===== config.mk =====
export PLATFORM = sky130hd
export DESIGN_NAME = apb_master_bridge
export DESIGN_NICKNAME = d
export VERILOG_FILES = /design/src/rtl/apb_pkg.sv /design/src/rtl/apb_master_bridge.sv
export SDC_FILE = /design/constraint.sdc
export NUM_CORES = 1
export LEC_CHECK = 0
export CELL_PAD_IN_SITES_DETAIL_PLACEMENT = 0
export CELL_PAD_IN_SITES_GLOBAL_PLACEMENT = 1
export CORE_MARGIN = 8
export CORE_UTILIZATION = 35
export DETAILED_ROUTE_END_ITERATION = 10
export HOLD_SLACK_MARGIN = 0.15
export PLACE_DENSITY_LB_ADDON = 0.1
export SETUP_SLACK_MARGIN = 0.05
export SLEW_MARGIN = 40
export SYNTH_ARGS = -nofsm -noshare
export SYNTH_HDL_FRONTEND = slang
export SYNTH_SLANG_ARGS = --single-unit

===== constraint.sdc =====
create_clock -name pclk -period 2.9 [get_ports pclk]
set_input_delay 0.725 -clock pclk [delete_from_list [all_inputs] [get_ports pclk]]
set_output_delay 0.725 -clock pclk [all_outputs]
set_load 0.01 [all_outputs]

===== src/rtl/apb_pkg.sv =====
// -----------------------------------------------------------------------------
// apb_pkg
// Shared definitions for the APB requester bridge.
//   - apb_state_e     : bridge FSM states (IDLE, SETUP, ACCESS, RDWAIT)
//   - APB_AW / APB_DW : default address / data widths
//   - TIMEOUT_DISABLE : watchdog setting that turns the abort logic off
//   - wd_width()      : watchdog counter width for a given timeout setting
// -----------------------------------------------------------------------------
package apb_pkg;

    typedef enum logic [1:0] {
        IDLE   = 2'd0,
        SETUP  = 2'd1,
        ACCESS = 2'd2,
        RDWAIT = 2'd3
    } apb_state_e;

    localparam int APB_AW          = 32;
    localparam int APB_DW          = 32;
    localparam int TIMEOUT_DISABLE = 0;

    // $clog2(1) is 0, so a disabled watchdog still gets a 1-bit counter
    // to keep every vector at a legal width.
    function automatic int wd_width(input int timeout_cycles);
        if (timeout_cycles > 0) begin
            return $clog2(timeout_cycles + 1);
        end else begin
            return 1;
        end
    endfunction

endpackage


===== src/rtl/apb_master_bridge.sv =====
// -----------------------------------------------------------------------------
// apb_master_bridge
// APB3 requester: takes single-beat commands on a valid/ready port, runs one
// APB SETUP/ACCESS transfer per command and returns a one-cycle response.
//
// Ports
//   pclk, presetn          : clock, asynchronous active-low reset
//   cmd_valid / cmd_ready  : command handshake (ready == bridge idle)
//   cmd_write/addr/wdata   : command direction, address, write data
//   rsp_valid              : one-cycle response strobe (no backpressure)
//   rsp_rdata              : read data (0 for writes and aborted transfers)
//   rsp_err / rsp_timeout  : slave error or abort / watchdog abort
//   paddr, pwdata, pwrite, psel, penable : APB requester outputs
//   prdata, pready, pslverr               : APB completer inputs
//
// RDATA_LAT = 1 supports slaves that register prdata on the access edge: the
// bridge spends one extra RDWAIT cycle and samples prdata there.
// TIMEOUT_CYCLES = 0 lets ACCESS wait forever.
// -----------------------------------------------------------------------------
module apb_master_bridge
    import apb_pkg::*;
#(
    parameter int AW             = APB_AW,
    parameter int DW             = APB_DW,
    parameter int RDATA_LAT      = 1,
    parameter int TIMEOUT_CYCLES = 16
) (
    input  logic          pclk,
    input  logic          presetn,
    input  logic          cmd_valid,
    output logic          cmd_ready,
    input  logic          cmd_write,
    input  logic [AW-1:0] cmd_addr,
    input  logic [DW-1:0] cmd_wdata,
    output logic          rsp_valid,
    output logic [DW-1:0] rsp_rdata,
    output logic          rsp_err,
    output logic          rsp_timeout,
    output logic [AW-1:0] paddr,
    output logic [DW-1:0] pwdata,
    output logic          pwrite,
    output logic          psel,
    output logic          penable,
    input  logic [DW-1:0] prdata,
    input  logic          pready,
    input  logic          pslverr
);

    localparam int WD_W = wd_width(TIMEOUT_CYCLES);
    localparam logic [WD_W-1:0] WD_ONE = WD_W'(1);
    localparam logic [WD_W-1:0] WD_SAT = {WD_W{1'b1}};
    // Count value on the last permitted ACCESS cycle.
    localparam logic [WD_W-1:0] WD_HIT = WD_W'(TIMEOUT_CYCLES - 1);
    localparam bit WD_ENABLED = (TIMEOUT_CYCLES != TIMEOUT_DISABLE);
    localparam bit LAT0       = (RDATA_LAT == 0);

    apb_state_e    state_r,       state_s;
    logic          psel_r,        psel_s;
    logic          penable_r,     penable_s;
    logic          pwrite_r,      pwrite_s;
    logic [AW-1:0] paddr_r,       paddr_s;
    logic [DW-1:0] pwdata_r,      pwdata_s;
    logic [WD_W-1:0] wd_r,        wd_s;
    logic          err_cap_r,     err_cap_s;
    logic          rsp_valid_r,   rsp_valid_s;
    logic [DW-1:0] rsp_rdata_r,   rsp_rdata_s;
    logic          rsp_err_r,     rsp_err_s;
    logic          rsp_timeout_r, rsp_timeout_s;
    logic          wd_hit_s;

    assign cmd_ready   = (state_r == IDLE);
    assign psel        = psel_r;
    assign penable     = penable_r;
    assign pwrite      = pwrite_r;
    assign paddr       = paddr_r;
    assign pwdata      = pwdata_r;
    assign rsp_valid   = rsp_valid_r;
    assign rsp_rdata   = rsp_rdata_r;
    assign rsp_err     = rsp_err_r;
    assign rsp_timeout = rsp_timeout_r;

    // Watchdog expiry: enabled and this is the last allowed ACCESS cycle.
    always_comb begin
        wd_hit_s = WD_ENABLED && (wd_r == WD_HIT);
    end

    // Next-state and next-output logic; every register holds unless changed.
    always_comb begin
        state_s       = state_r;
        psel_s        = psel_r;
        penable_s     = penable_r;
        pwrite_s      = pwrite_r;
        paddr_s       = paddr_r;
        pwdata_s      = pwdata_r;
        wd_s          = wd_r;
        err_cap_s     = err_cap_r;
        rsp_valid_s   = 1'b0;
        rsp_rdata_s   = rsp_rdata_r;
        rsp_err_s     = rsp_err_r;
        rsp_timeout_s = rsp_timeout_r;

        case (state_r)
            IDLE: begin
                if (cmd_valid) begin
                    pwrite_s  = cmd_write;
                    paddr_s   = cmd_addr;
                    pwdata_s  = cmd_wdata;
                    psel_s    = 1'b1;
                    penable_s = 1'b0;
                    state_s   = SETUP;
                end else begin
                    state_s   = IDLE;
                end
            end
            SETUP: begin
                penable_s = 1'b1;
                wd_s      = '0;
                state_s   = ACCESS;
            end
            ACCESS: begin
                if (pready) begin
                    psel_s    = 1'b0;
                    penable_s = 1'b0;
                    if (pwrite_r || LAT0) begin
                        rsp_valid_s   = 1'b1;
                        rsp_err_s     = pslverr;
                        rsp_timeout_s = 1'b0;
                        rsp_rdata_s   = pwrite_r ? '0 : prdata;
                        state_s       = IDLE;
                    end else begin
                        // Slave registers prdata on this edge; take it next cycle.
                        err_cap_s = pslverr;
                        state_s   = RDWAIT;
                    end
                end else if (wd_hit_s) begin
                    psel_s        = 1'b0;
                    penable_s     = 1'b0;
                    rsp_valid_s   = 1'b1;
                    rsp_err_s     = 1'b1;
                    rsp_timeout_s = 1'b1;
                    rsp_rdata_s   = '0;
                    state_s       = IDLE;
                end else begin
                    if (wd_r != WD_SAT) begin
                        wd_s = wd_r + WD_ONE;
                    end else begin
                        wd_s = wd_r;
                    end
                end
            end
            RDWAIT: begin
                rsp_valid_s   = 1'b1;
                rsp_rdata_s   = prdata;
                rsp_err_s     = err_cap_r;
                rsp_timeout_s = 1'b0;
                state_s       = IDLE;
            end
            default: begin
                psel_s    = 1'b0;
                penable_s = 1'b0;
                state_s   = IDLE;
            end
        endcase
    end

    // State and output registers; reset drops APB outputs immediately.
    always_ff @(posedge pclk or negedge presetn) begin
        if (!presetn) begin
            state_r       <= IDLE;
            psel_r        <= 1'b0;
            penable_r     <= 1'b0;
            pwrite_r      <= 1'b0;
            paddr_r       <= '0;
            pwdata_r      <= '0;
            wd_r          <= '0;
            err_cap_r     <= 1'b0;
            rsp_valid_r   <= 1'b0;
            rsp_rdata_r   <= '0;
            rsp_err_r     <= 1'b0;
            rsp_timeout_r <= 1'b0;
        end else begin
            state_r       <= state_s;
            psel_r        <= psel_s;
            penable_r     <= penable_s;
            pwrite_r      <= pwrite_s;
            paddr_r       <= paddr_s;
            pwdata_r      <= pwdata_s;
            wd_r          <= wd_s;
            err_cap_r     <= err_cap_s;
            rsp_valid_r   <= rsp_valid_s;
            rsp_rdata_r   <= rsp_rdata_s;
            rsp_err_r     <= rsp_err_s;
            rsp_timeout_r <= rsp_timeout_s;
        end
    end

endmodule


# Word-level counts from Yosys, hierarchy flattened
# Index checks and enable logic that the tools add are counted.
[totals]
inputBits = 102
output_inout_bits = 103
regBits = 110
elab_cells = 66
[op_classes]
n_bitwise = 1
n_reduce_logical = 11
n_mux = 30
n_addsub = 1
eq_ne = 11
[op_table]
columns = ["cell", "n"]
rows = [
  ["32-bit two-way mux", 3],
  ["32-bit case mux with 2 select lines", 1],
  ["5-bit two-way mux", 3],
  ["1-bit two-way mux", 13],
  ["3-bit AND reduction", 4],
  ["5-bit case mux with 2 select lines", 1],
  ["2-bit != test (second input constant)", 4],
  ["1-bit case mux with 2 select lines", 4],
  ["2-bit case mux with 4 select lines", 1],
  ["2-bit two-way mux", 3],
  ["3-bit != test (second input constant)", 2],
  ["2-bit nonzero test", 3],
  ["5-bit by 1-bit adder with 5-bit output (second input constant)", 1],
  ["5-bit by 4-bit == test with 1-bit output (second input constant)", 1],
  ["5-bit != test (second input constant)", 1],
  ["2-bit == test (second input constant)", 2],
  ["4-bit AND reduction", 1],
  ["1-bit case mux with 3 select lines", 1],
  ["3-bit nonzero test", 1],
  ["2-bit by 1-bit == test with 1-bit output (second input constant)", 1],
  ["2-bit zero test", 1],
  ["2-bit AND reduction", 1],
  ["1-bit inverter", 1],
]

# Longest topological paths before layout
# Gate-level depths: netlist of the first run.
[logic_depth]
ltp_word = 5
ltp_mapped = 7
depth_no_buf = 6

# Least setup slack after synthesis of the first run
# Ideal clock, no wire load.
[synth_path]
path_type = "reg-to-reg"
start = "reg wd_r[0]"
end = "reg rsp_err_r, in the netlist rsp_err"
stages_incl_launch_ff = 7
path_buffers = 0
required_time_ps = 2775
t_arrival_ps = 1840
setup_time_ps = 125
setup_slack_ps = 935
period_less_slack_ps = 1965
path_cell_list = "dfrtp_1 -> ha_1 -> and3_1 -> ha_1 -> mux2_4 -> o21ai_4 -> mux2_2"
[synth_via]
elab_chain_cells = 3
[synth_rtl]
columns = ["element", "line", "rtl"]
rows = [
  ["start: declaration", "apb_master_bridge.sv:63", "logic [WD_W-1:0] wd_r, wd_s;"],
  ["start signal: assignment", "apb_master_bridge.sv:188", "wd_r <= wd_s;"],
  ["5-bit by 4-bit == test with 1-bit output", "apb_master_bridge.sv:84", "wd_hit_s = WD_ENABLED && (wd_r == WD_HIT);"],
  ["3-bit != test (no line)", "-", ""],
  ["3-bit AND reduction (no line)", "-", ""],
  ["end signal: assignment", "apb_master_bridge.sv:192", "rsp_err_r <= rsp_err_s;"],
  ["end: declaration", "apb_master_bridge.sv:67", "logic rsp_err_r, rsp_err_s;"],
]
# Every way passes these cells.
# A chain may end at the register's enable or synchronous reset.

# Final worst setup path of the first run
[layout_path]
start = "reg state_r[1]"
end = "out cmd_ready"
[layout_via]
elab_chain_cells = 1
[layout_rtl]
columns = ["element", "line", "rtl"]
rows = [
  ["start: declaration", "apb_master_bridge.sv:57", "apb_state_e state_r, state_s;"],
  ["start signal: assignment", "apb_master_bridge.sv:182", "state_r <= state_s;"],
  ["2-bit zero test", "apb_master_bridge.sv:71", "assign cmd_ready = (state_r == IDLE);"],
  ["end: declaration", "apb_master_bridge.sv:31", "output logic cmd_ready,"],
]
# Every way passes these cells.

==> results, run 1 <==
- Compared with the post-synthesis result, the final layout area differs by 53.79%.
- TritonCTS built the clock tree.
- Of the synthesized area, sequential elements account for 0.6128.
- At the placement stage, the worst setup path has a slack of about 0.53 ns.
- The count of buffering cells on the critical path with inverters included is 1.
- The via count of the first global-routing pass came to about 3300.
- between 200 and 250 I/O pins were placed.
- The top cell types in the final layout, fill and taps aside, are 203 x sky130_fd_sc_hd__clkdlybuf4s50_1, 110 x sky130_fd_sc_hd__dfrtp_1, 51 x sky130_fd_sc_hd__mux2_4.
- The number of gates resized after CTS was 0.
- The worst clock skew on the final layout is 0.006334 ns.
- The worst-case headroom to the max-slew limit is 0.5912.
- Summed over all cells, the static leakage comes to ~3.0 nW.
- The die area is approximately 17000 µm².
- Dividing the detail-routed wire length by the instance count gives roughly 19 µm.
- The filler cells instantiated in the layout total 1082.
- In this run the power density over the cells is 1070 nW/µm².
- The total number of vias is ~3000.
- The cell type contributing the most total cell area after synthesis is sky130_fd_sc_hd__dfrtp_1.
- The total of max-cap violations is 0.
- A synthesized cell averages between 15 and 20 µm².
- The number of hold-slack violations in the final timing report is 0.
- The number of post-CTS setup repair buffers is 0.
- Traced cell by cell, the critical path runs through nor2_2 > clkdlybuf4s50_1.
- The worst setup path is launched from a register.
- The compound-cell area share of the yosys netlist is 0.07994.
- The starting utilization of the core area is 0.3574.
- The longest clock path from root to sink contains 2 buffers.
- At the later pin of the worst-skew pair, clock insertion delay measures ~0.35 ns.
- From bottom edge to top edge, the die measures between 100 and 150 µm.
- The type of the worst setup path is reg -> out.
- For this run, the number of Yosys warnings is 0.
- The cell class contributing the biggest share of worst-path delay is buffers and inverters.
- After synthesis, the largest family of logic cells by area is multiplexers.
- By area the synthesized netlist is led by sky130_fd_sc_hd__dfrtp_1 61%, sky130_fd_sc_hd__mux2_4 17%, sky130_fd_sc_hd__a22o_1 6.2%.
- The share of layout cells above drive strength 1 is 0.1917.
- In the global route stage, overall resource usage came out at 0.1478.
- The slowest cell on the critical path is sky130_fd_sc_hd__clkdlybuf4s50_1.
- Summing all placed instances gives a cell area of approximately 6600 µm².
- The die is between 100 and 150 µm wide.
- The share of the synthesized area in the top cell type is 0.6128.
- The count of endpoints failing setup in the final report is 0.
- For this run, asynchronously set or reset flops after synthesis account for 1.000.
- The worst register-to-register path ends at rsp_err.
- The final sum of negative setup slack is 0 ns.
- The maximum cell stage delay along the critical path is between 0.5 and 0.6 ns.
- The required time of the critical path is between 2 and 2.5 ns.
- The synthesized netlist occupies a cell area of 4492 µm².
- The via-per-instance ratio is 4.554.
- The count of input and output buffers is 204.
- The count of hold buffers inserted by post-cts repair is 0.
- The site row count is 41.
- Of the available clock period, the critical path in the final layout requires 0.8078.
- The worst flop-to-flop path startpoint is wd_r[0].
- The setup check on the worst reg-to-reg path leaves a slack of about 0.84 ns.
- Of the total synthesized cell area, the portion taken by full adders, half adders and majority gates is 0.008357.
- Entering global routing, the biggest net connects 48 pins.
- The worst hold path belongs to the class in -> async.
- After the last flow step, the layout net total stands at approximately 580.
- The number of instances in the synthesized netlist is between 200 and 300.
- The number of distinct library cells after synthesis is 30.
- Of the total synthesized cell area, the portion taken by AND, OR, NAND and NOR gates is 0.02730.
- The post-route cell area is roughly 6900 µm².
- The floorplan step defined a core boundary enclosing between 10000 and 15000 µm².
- The largest vdd supply drop is 470.3 µV.
- Setup repair after global routing left no endpoint under its margin.
- The synthesized design contains 0 enable-type register cells.
- The maximum level of the CTS H-tree is 3.
- The first-pass GRT wire length is around 19000 µm.
- The run finished with clean final reports.
- The overall power after layout is 0.007388 W.
- The number of antenna violations at the first check in global routing is 0.
- The xor and xnor area share after synthesis is 0.
- For this run, design rule violations remaining after detail routing come to 0.
- The critical path capture point type is a primary output.
- At the end of routability-driven placement, the weighted congestion stood at around 0.74.
- For the worst setup path, the data arrival time is 1.62 ns.
- The fmax is approximately 430 MHz.
- The detail route stage leaves a number of antenna-violating nets equal to 0.
- Leaving out fill and tap cells, the most frequent cell in the layout is sky130_fd_sc_hd__clkdlybuf4s50_1.
- At the pin with the least slew margin, the transition time is roughly 0.61 ns.
- The HPWL reported at the end of detailed placement is about 9000 µm.
- The number of antenna diodes in the final layout is 0.
- Synthesis inferred 110 register bits.
- Clock tree synthesis inserted a total of 9 buffers.
- The clock-pin slew reported for the worst setup and hold paths after clock tree synthesis is 0.06 ns.
- The cell depth of the worst flop-to-flop path is 6.
- The post-layout worst setup margin is between 0.5 and 0.6 ns.
- The final layout contains routed wiring with a total length of 12120 µm.
- The root cell of the clock tree is sky130_fd_sc_hd__clkbuf_16.
- The total overflow reported by the global router is 0.
- The tree built by TritonCTS fans out to 110 sinks.
- The detailed-routing iteration count for the pre-antenna-repair pass is 4.
- In the synthesized netlist the dominant register cell turns out to be sky130_fd_sc_hd__dfrtp_1.
- The maximum fanout count along the critical path is 10.
- The mux share of post-synthesis cell area is 0.2245.
- The synthesized netlist net count is between 300 and 400.
- The violation count after the first detailed-route iteration is ~140.
- The final number of max-transition violations is 0.
- Subtracting the final worst setup slack from the clock period gives 2.343 ns.
routing by layer:
metal  wire (µm)  GRT usage  vias to the layer above
li1            -          -                     1378
met4         286    0.06082                        0
met3         992    0.05094                       18
met1        4880     0.1713                     1467
met2        5959     0.2448                      106
met5           0          0                        -
registers in the layout, indices dropped and copies added, names as in the netlist, 2 cells and up:
name,cells
paddr,32
pwdata,32
rsp_rdata,32
wd_r,5
state_r,2
where the power goes:
| group | leakage (nW) | total, W | internal [W] | switching [W] |
|---|---|---|---|---|
| logic | 1.51 | 0.00354 | 0.00225 | 0.00129 |
| clock network | 0.132 | 0.00118 | 0.000660 | 0.000517 |
| registers | 1.34 | 0.00267 | 0.00225 | 0.000417 |
| total | 2.98 | 0.00739 | 0.00517 | 0.00222 |
Yosys cell counts, types with 2 or more instances:
master,n
sky130_fd_sc_hd__a21oi_1,4
sky130_fd_sc_hd__mux2i_1,4
sky130_fd_sc_hd__nor2_1,2
sky130_fd_sc_hd__nand2b_1,3
sky130_fd_sc_hd__buf_6,4
sky130_fd_sc_hd__nand3_1,2
sky130_fd_sc_hd__a22o_1,32
sky130_fd_sc_hd__nor2_2,2
sky130_fd_sc_hd__buf_2,5
sky130_fd_sc_hd__mux2_2,18
sky130_fd_sc_hd__mux2_4,51
sky130_fd_sc_hd__ha_1,3
sky130_fd_sc_hd__nand2_1,4
sky130_fd_sc_hd__buf_12,5
sky130_fd_sc_hd__o21ai_0,5
sky130_fd_sc_hd__inv_1,5
sky130_fd_sc_hd__dfrtp_1,110
cell type report:
class                   count  area (µm²)  share of cell area
flip-flops and latches    110        2753              0.3985
repair buffers            210        2122              0.3072
multi-input cells         141        1528              0.2212
clock buffers              12       236.5             0.03423
well taps                 172       215.2             0.03115
clock inverters             2       35.03            0.005072
inverters                   5       18.77            0.002717
how the worst max path moves through the flow:
stage	from	endpoint	slack (ns)	cells past startpoint
after global routing	state_r[0]	cmd_ready	0.47	2
after global placement	pready	rsp_timeout	0.57	4
final	state_r[1]	cmd_ready	0.56	2
after floorplan	wd_r[0]	rsp_err	0.94	6
after CTS	state_r[1]	cmd_ready	0.53	2
after detailed placement	pready	rsp_err	0.53	4
cell families (layout without fill, tap and decap cells):
logic type	count (synthesis)	in the layout
fa+ha+maj	3	3
flops	110	110
buf+inv	21	229
mux	73	73
compound gates	44	44
simple gates	21	21
stage by stage:
stage	util	std cells	hold slack [ns]
finish	0.5496	652	0.3809
detailed placement	0.5280	638	0.4748
global placement	0.5280	638	0.4625
floorplan	-	272	0.4294
CTS	0.5496	652	0.3982
global route	0.5496	652	0.4296
No activity file was read; power rests on OpenSTA's default activity.
==> inputs of run 2 (changes only) <==
- CORE_UTILIZATION: 35 -> 30
- clock period: 2.9 -> 2 ns (I/O delays scaled with it)
==> results, run 2 (same netlist as run 1, synthesis figures left out) <==
- The total number of vias is 2999 (+1.0%).
- The top-level I/O count is 205 (unchanged).
- The top cell types in the final layout, fill and taps aside, are 202 x sky130_fd_sc_hd__clkdlybuf4s50_1, 110 x sky130_fd_sc_hd__dfrtp_1, 53 x sky130_fd_sc_hd__mux2_4.
- The via-per-instance ratio was 4.404 (-3.3%).
- The die outline width was 138.4 µm (+7.0%).
- The power per cell area was 1562 nW/µm² (+46%).
- The clock share of power is 0.172 (+0.013).
- The leakage power came to 3.114 nW (+4.6%).
- The share of layout cells above drive strength 1 was 0.2274 (+0.03570).
- The period utilization is 0.9742.
- The detailed-route DRC error count came to 0 (unchanged).
- The overall power after layout is 0.01120 W (+52%).
- The total clock buffers created by CTS is 9 (unchanged).
- The TritonCTS clock tree is built.
- The worst-case headroom to the max-slew limit was 0.6984 (+0.1072).
- The average routed wire per standard cell came to 18.86 µm (+1.5%).
- The count of input and output buffers is 204 (unchanged).
- The largest vdd supply drop is 619.4 µV (+32%).
- The maximum fanout count along the critical path was 3 (-7).
- The first-pass GRT wire length is 20030 µm (+6.4%).
- The total routing resource utilization after global routing came to 0.1329 (-0.01488).
- STA classifies the critical path endpoint as a register.
- The tightest hold margin is 0.4914 ns (+0.1106 ns).
- The root cell of the clock tree is sky130_fd_sc_hd__clkbuf_16.
- The fraction of power consumed by sequential logic came to 0.342 (-0.019).
- The critical path is of the reg -> reg type.
- The die area is 19140 µm² (+15%).
- The kind of path behind the tightest hold check is reg -> reg.
- The count of nets after finishing is 597 (+2.6%).
- The standard cell core area was 14590 µm² (+16%).
- The post-route antenna net violation count came to 0 (unchanged).
- The wire length after detailed routing is 12850 µm (+6.0%).
- The clock latency of the later-clocked register in the worst-skew pair is 0.34 ns (about the same).
- The required time of the critical path is 2.23 ns (+0.06 ns).
- The proportion of total power due to net switching is 0.2977 (-0.003214).
- The largest buffer count on any clock path is 2 (unchanged).
- The worst hold path begins at wd_r[3].
- The starting utilization of the core area is 0.3079 (-0.04950).
- Leaving out fill and tap cells, the most frequent cell in the layout is sky130_fd_sc_hd__clkdlybuf4s50_1.
- The actual transition at the worst max-transition pin is 0.4524 ns (-0.1607 ns).
- The maximum level of the CTS H-tree is 3 (unchanged).
- The number of antenna violations at the first check in global routing came to 0 (unchanged).
- The combinational group share of total power was 0.486 (+0.007).
- The vertical extent of the die is 138.4 µm (+7.0%).
- Setup repair after global routing could not meet its margin everywhere.
- The detailed-routing iteration count for the pre-antenna-repair pass is 4 (unchanged).
- The post-layout worst setup margin is 0.05160 ns (-0.5057 ns).
- The CTS sink count is 110 (unchanged).
- The weighted congestion reported at the end of routability-driven placement came to 0.6934 (-5.7%).
- The minimum clock period is about 1.9 ns.
- The worst setup path is launched from a register.
- The internal power component is 0.007865 W (+52%).
- The total overflow reported by the global router was 0 (unchanged).
- The flow ran to the end, and the final reports show no timing, DRC or antenna violations.
- The clock-pin slew reported for the worst setup and hold paths after clock tree synthesis is 0.07 ns (about the same).
- The HPWL reported at the end of detailed placement is 9459 µm (+3.9%).
- The number of inserted diodes is 0 (unchanged).
- The switching power was 0.003333 W (+50%).
- Static timing analysis puts the maximum clock frequency at a little over 500 MHz.
- The worst clock skew on the final layout came to 0.007351 ns (+0.001017 ns).
- The total of max-cap violations was 0 (unchanged).
- The final sum of negative setup slack is 0 ns (unchanged).
- The worst slack at placement is -0.08588 ns (-0.6156 ns).
- The arrival time at the worst endpoint is 2.18 ns (+0.56 ns).
- The final number of max-transition violations is 0 (unchanged).
- The area growth from synthesis to layout is 59.58%.
- The via count of the first global-routing pass came to 3252 (-1.3%).
- The number of hold-slack violations in the final timing report is 0 (unchanged).
- The violation count after the first detailed-route iteration is 106 (-26%).
- The count of endpoints failing setup in the final report is 0 (unchanged).
- The maximum number of pins on one net before global-route repair came to 59 (+23%).
- The placed cell area is 6749 µm² (+1.7%).
- The critical path starts at wd_r[1].
- The site row count came to 44 (+7.3%).
- The total of fill cells in the finished design is 1287 (+19%).
- The worst flop-to-flop path startpoint is wd_r[1].
- The post-route cell area is 7168 µm² (+3.8%).
==> run 2: through the flow <==
| step | cells | util |
|---|---|---|
| detailed placement | 660 | 0.4626 |
| global placement | 660 | 0.4626 |
| floorplan | 272 | - |
| CTS | 680 | 0.4901 |
| finish | 681 | 0.4913 |
| global route | 681 | 0.4913 |
==> run 2: routing by layer <==
layer	wire, µm	part of all wire	global-route usage	vias up
met1	5630	0.44	0.1657	1465
met3	903	0.070	0.05753	9
li1	-	-	-	1413
met5	0	0	0	-
met2	6113	0.48	0.2038	112
met4	198	0.015	0.03947	0
==> run 2: area by class of cell <==
type	count	area (µm²)	area share
Multi-Input combinational cell	141	1555	0.2170
Timing Repair Buffer	225	2286	0.3189
Clock buffer	11	242.7	0.03386
Sequential cell	110	2753	0.3840
Clock inverter	5	82.58	0.01152
Inverter	5	18.77	0.002618
Tap cell	184	230.2	0.03212
==> run 2: worst paths after layout <==
kind	depth (start not counted)	to	slack [ns]
setup / recovery	7	rsp_timeout	0.05
setup reg to reg	7	rsp_timeout	0.05
hold / removal	1	wd_r[3]	0.49
max in group asynchronous	3	rsp_rdata[2]	0.66
hold reg to reg	1	wd_r[3]	0.49
min in group asynchronous	2	pwdata[3]	0.64
==> run 2: power groups by stage <==
stage                     Clock [W]  Sequential [W]  Combinational (W)
final                       0.00192         0.00383            0.00544
after global routing        0.00210         0.00397            0.00579
after CTS                   0.00201         0.00384            0.00554
after detailed placement          0         0.00386            0.00541
after global placement            0         0.00384            0.00537
after floorplan                   0         0.00430            0.00225
==> run 2: timing repair <==
| item | 4_1_cts | 5_1_grt |
|---|---|---|
| endpoints found under the setup margin | 35 | 28 |
| hold buffers | 1 | 0 |
| gates cloned | 1 | 0 |
| pin swaps | 1 | 2 |
| gates resized for setup | 3 | 2 |
| buffers inserted | 2 | 1 |
| hold endpoints to repair | 30 | 0 |
==> run 2: critical path, cell delays in order (launching register included) <==
cell	delay, ns
sky130_fd_sc_hd__dfrtp_1	0.39
sky130_fd_sc_hd__ha_2	0.20
sky130_fd_sc_hd__and3_4	0.19
sky130_fd_sc_hd__ha_4	0.16
sky130_fd_sc_hd__mux2_4	0.28
sky130_fd_sc_hd__o21ai_4	0.19
sky130_fd_sc_hd__buf_12	0.13
sky130_fd_sc_hd__mux2_4	0.29
